[src/rtl/tetris_move_sched.sv]
// Move-command scheduler: arbitrates button requests and gravity ticks into a
// single outstanding valid/ack command for the board engine, and flags piece lock.
module tetris_move_sched #(
    parameter int TICK_DIV = 50000000,
    parameter int FAST_DIV = 5000000,
    parameter int CW       = 26
) (
    input  logic       clk,
    input  logic       rst,
    input  logic       en,
    input  logic       soft_drop,
    input  logic       btn_left,
    input  logic       btn_right,
    input  logic       btn_rot,
    output logic       move_valid,
    output logic [2:0] move_op,
    input  logic       move_ack,
    input  logic       move_ok,
    output logic       lock_pulse,
    output logic       busy
);

    localparam logic [1:0] S_IDLE  = 2'd0;
    localparam logic [1:0] S_ISSUE = 2'd1;
    localparam logic [1:0] S_LOCK  = 2'd2;

    localparam logic [2:0] OP_NONE  = 3'd0;
    localparam logic [2:0] OP_LEFT  = 3'd1;
    localparam logic [2:0] OP_RIGHT = 3'd2;
    localparam logic [2:0] OP_ROT   = 3'd3;
    localparam logic [2:0] OP_DOWN  = 3'd4;

    localparam logic [CW-1:0] TICK_M1 = CW'(TICK_DIV - 1);
    localparam logic [CW-1:0] FAST_M1 = CW'(FAST_DIV - 1);

    logic [1:0]    state_q, state_d;
    logic [2:0]    op_q, op_d;
    logic [CW-1:0] cnt_q, cnt_d;
    logic          pend_l_q, pend_l_d;
    logic          pend_r_q, pend_r_d;
    logic          pend_rot_q, pend_rot_d;
    logic          pend_dn_q, pend_dn_d;

    logic [CW-1:0] period_m1;
    logic          tick;
    logic          flush;
    logic          clr_l, clr_r, clr_rot, clr_dn;

    assign period_m1 = soft_drop ? FAST_M1 : TICK_M1;

    always_comb begin
        // NOTE: every variable gets a default before any branch, so no latch can be inferred.
        cnt_d   = cnt_q;
        tick    = 1'b0;
        state_d = state_q;
        op_d    = op_q;
        flush   = 1'b0;
        clr_l   = 1'b0;
        clr_r   = 1'b0;
        clr_rot = 1'b0;
        clr_dn  = 1'b0;

        // ">=" rather than "==" so a switch to the fast period past its end ticks at once.
        if (!en || state_q == S_LOCK) begin
            cnt_d = '0;
        end else if (cnt_q >= period_m1) begin
            cnt_d = '0;
            tick  = 1'b1;
        end else begin
            cnt_d = cnt_q + 1'b1;
        end

        case (state_q)
            S_IDLE: begin
                if (!en) begin
                    flush = 1'b1;
                end else if (pend_dn_q || pend_rot_q || pend_l_q || pend_r_q) begin
                    state_d = S_ISSUE;
                    if (pend_dn_q)       op_d = OP_DOWN;
                    else if (pend_rot_q) op_d = OP_ROT;
                    else if (pend_l_q)   op_d = OP_LEFT;
                    else                 op_d = OP_RIGHT;
                end
            end
            S_ISSUE: begin
                if (move_ack) begin
                    clr_l   = (op_q == OP_LEFT);
                    clr_r   = (op_q == OP_RIGHT);
                    clr_rot = (op_q == OP_ROT);
                    clr_dn  = (op_q == OP_DOWN);
                    state_d = (op_q == OP_DOWN && !move_ok) ? S_LOCK : S_IDLE;
                end
            end
            S_LOCK: begin
                clr_l   = 1'b1;
                clr_r   = 1'b1;
                clr_rot = 1'b1;
                state_d = S_IDLE;
            end
            default: state_d = S_IDLE;
        endcase

        // A new request in the same cycle as its clear keeps the flag set.
        pend_l_d   = !flush && (btn_left  || (pend_l_q   && !clr_l));
        pend_r_d   = !flush && (btn_right || (pend_r_q   && !clr_r));
        pend_rot_d = !flush && (btn_rot   || (pend_rot_q && !clr_rot));
        pend_dn_d  = !flush && (tick      || (pend_dn_q  && !clr_dn));
    end

    // NOTE: sequential state uses non-blocking assignments so all registers update together.
    always_ff @(posedge clk or posedge rst) begin
        if (rst) begin
            state_q    <= S_IDLE;
            op_q       <= OP_NONE;
            cnt_q      <= '0;
            pend_l_q   <= 1'b0;
            pend_r_q   <= 1'b0;
            pend_rot_q <= 1'b0;
            pend_dn_q  <= 1'b0;
        end else begin
            state_q    <= state_d;
            op_q       <= op_d;
            cnt_q      <= cnt_d;
            pend_l_q   <= pend_l_d;
            pend_r_q   <= pend_r_d;
            pend_rot_q <= pend_rot_d;
            pend_dn_q  <= pend_dn_d;
        end
    end

    assign move_valid = (state_q == S_ISSUE);
    assign busy       = (state_q == S_ISSUE);
    assign move_op    = (state_q == S_ISSUE) ? op_q : OP_NONE;
    assign lock_pulse = (state_q == S_LOCK);

endmodule

[config.mk]
export PLATFORM = sky130hd
export DESIGN_NAME = tetris_move_sched
export DESIGN_NICKNAME = d
export VERILOG_FILES = /design/src/rtl/tetris_move_sched.sv
export SDC_FILE = /design/constraint.sdc
export NUM_CORES = 1
export LEC_CHECK = 0
export ABC_AREA = 1
export BUFFER_PORTS_ARGS = -buffer_cell sky130_fd_sc_hd__buf_2
export CORE_MARGIN = 10
export CORE_UTILIZATION = 65
export CTS_CLUSTER_DIAMETER = 120
export DETAILED_ROUTE_END_ITERATION = 6
export PLACE_DENSITY = 0.85
export SYNTH_ARGS = -nofsm -noshare
export SYNTH_HDL_FRONTEND = slang
export SYNTH_SLANG_ARGS = --single-unit
export TNS_END_PERCENT = 20
[constraint.sdc]
create_clock -name clk -period 2.7 [get_ports clk]
set_clock_uncertainty 0.05 [all_clocks]
set_input_delay 0.27 -clock clk [delete_from_list [all_inputs] [get_ports clk]]
set_output_delay 0.27 -clock clk [all_outputs]
set_load 0.03 [all_outputs]
==> results_dict.tcl <==
set metrics [dict create \
    outcome "completed" \
    clock_latency_ps 280 \
    core_area_sq_mm 0.00363 \
    finalNonFillerCells 405 \
    htree_levels 2 \
    syn_area_per_cell_sq_um 7.14 \
    critPathSlowestCell "dfrtp_1" \
    port_buffers 14 \
    rows 22 \
    gp_congestion 0.945 \
    grt_pass1_wl_mm 8.35 \
    setup-violations-final 0 \
    holdCritPathClass "in2async" \
    post_cts_buffers 0 \
    tightest_slew_ps 423 \
    die_h_um 80.9 \
    die_area_sq_mm 0.00654 \
    drt-initial-drc-count 143 \
    synth.distinct_cells 31 \
    timing.rr.start "cnt_q[21]" \
    async_flop_share_pct 100 \
    finalNetCount 382 \
    wire_per_inst_um 11.9 \
    leakage_nw 1.37 \
    path_buf_inv 1 \
    placed_cells 397 \
    cts_resized 0 \
    setup-tns-final_ps 0 \
    cts_buffers 5 \
    ff2ff_path_depth 8 \
    wl_mm 4.82 \
    ir_drop_uv 453 \
    first_global_vias 1976 \
    syn_inst 337 \
    fin_crit_sh_pct 69.8 \
    synth_flop_cell "dfrtp_1" \
    layout_common_cells "nand2_1, nor2_1, inv_1" \
    crit_fanout 16 \
    cp.arrival_ps 2040 \
    clock.fmax_mhz 531 \
    hpwl_mm 3.82 \
    firstDrtPassIters 4 \
    final_util_pct 72.0 \
    syn-num-nets 363 \
    path_common_cell "a21oi_1" \
    grt_max_degree 36 \
    drive_above_1_share_pct 10.1 \
    synthesis.area_sq_mm 0.00241 \
    cts_hold_buf 0 \
    postRouteAntennaNets 0 \
    synth_edf_count 0 \
    cts_tree "built" \
    p_per_area_mw_per_mm2 532 \
    setup_ws_ps 817 \
    slowest_delay_ps 440 \
    rr_endpoint "cnt_q[13]" \
    ff2ff_setup_slack_ps 820 \
    whs_ps 25.3 \
    syn_to_final_growth_pct 8.73 \
    vias_per_cell 5.23 \
    antenna_found_initial 0 \
    fp.dieW_um 80.9 \
    cap_violations 0 \
    clk_pin_slew_ps 70 \
    initial_core_util_pct 66.3 \
    hold_violations 0 \
    timing.final.crit_period_ps 1880 \
    crit_chain "ha_1, a21oi_1, o21ai_0, a21oi_1, nand3_2, inv_4, nand2_4, nor2_1" \
    crit_path_end_kind "register" \
    drcViolationCount 0 \
    yosys_warnings 0 \
    cts.sinks 35 \
    overflow 0 \
    crit_required_ps 2850 \
    final_common_cell "nand2_1" \
    n_antenna_cell 0 \
    vias 2120 \
    ys_seq_area_share_pct 36.4 \
    rsz0062_at_grt "no" \
    max_slew_margin_pct 71.8 \
    grt_util_all_layers_pct 15.6 \
    synth_seq_cells 35 \
    num_io_pins 15 \
    path_class "reg2reg" \
    slew_violations 0 \
    critical_path.startpoint_type "register" \
    path_delay_family "flip-flops" \
    pre_cts_slack_ps 712 \
    cts_buffer_depth 2 \
    root_buffer "clkbuf_8" \
]
==> worst max path at each step <==
stage	cells past startpoint	slack, ps	to	from
after floorplan	9	870	pend_rot_q	state_q[1]
after global placement	11	800	cnt_q[25]	soft_drop
after detailed placement	14	710	cnt_q[2]	soft_drop
after CTS	8	820	cnt_q[2]	cnt_q[21]
after global routing	8	670	cnt_q[2]	cnt_q[21]
final	8	820	cnt_q[13]	cnt_q[21]
==> routing by layer <==
| metal | part of all wire (%) | routed length, um | track usage (%) |
|---|---|---|---|
| met1 | 45 | 2160 | 19.2 |
| met5 | 0 | 0 | 0 |
| met4 | 1.5 | 70 | 5.02 |
| met2 | 50 | 2400 | 26.8 |
| met3 | 4.1 | 196 | 2.98 |
==> tightest hold or removal path: stages <==
cell,delay [ps]
buf_2,90
inv_1,40
buf_4,370
==> sequential cells by signal (all words and copies together), names as in the netlist <==
name and cells:
pend_rot_q 1, state_q 2, pend_l_q 1, cnt_q 26, op_q 3, pend_dn_q 1
pend_r_q 1
==> cells in the mapped netlist, types with 3 or more instances <==
cell type  count  area share, %
xnor2_1        3            1.1
nand3_1       16            3.3
inv_1         48            7.5
o21ai_0       20            4.2
nor2_1        59            9.2
nand4_1        3           0.78
xor2_1         7            2.5
nor2_4         3            1.4
ha_1          17            8.8
nand2_1       87             14
a21oi_1        9            1.9
dfrtp_1       35             36
nor3_1         8            1.7
==> power by group <==
| group | switching, W | leakage (nW) | internal (W) |
|---|---|---|---|
| Combinational | 0.000250 | 0.850 | 0.000112 |
| Sequential | 0.0000450 | 0.471 | 0.000581 |
| Clock | 0.000172 | 0.0515 | 0.000233 |
| Total | 0.000467 | 1.37 | 0.000925 |
==> area by class of cell <==
class / count / area (sq um)
Timing Repair Buffer: 15 / 77.6
Tap cell: 48 / 60.1
Fill cell: 315 / 1020
Multi-Input combinational cell: 249 / 1310
Inverter: 50 / 190
Clock buffer: 8 / 100
Sequential cell: 35 / 876
==> through the flow <==
step / total power (W) / instance area, sq um
floorplan: 0.000919 / 2410
global placement: 0.000993 / 2520
detailed placement: 0.000998 / 2520
CTS: 0.00140 / 2620
global route: 0.00149 / 2620
finish: 0.00139 / 2620
==> cell families (layout without fill, tap and decap cells) <==
group                      count (synthesis)  count (layout)  synth area share, %
adders and majority gates                 17              17                 8.84
AOI/OAI and AO/OA                         35              35                 7.85
and+or+nand+nor                          187             187                 34.3
DFF                                       35              35                 36.4
xor gates and xnor gates                  10              10                 3.64
buffers and inverters                     53              73                 9.04
Power figures use the tool's default switching activity.
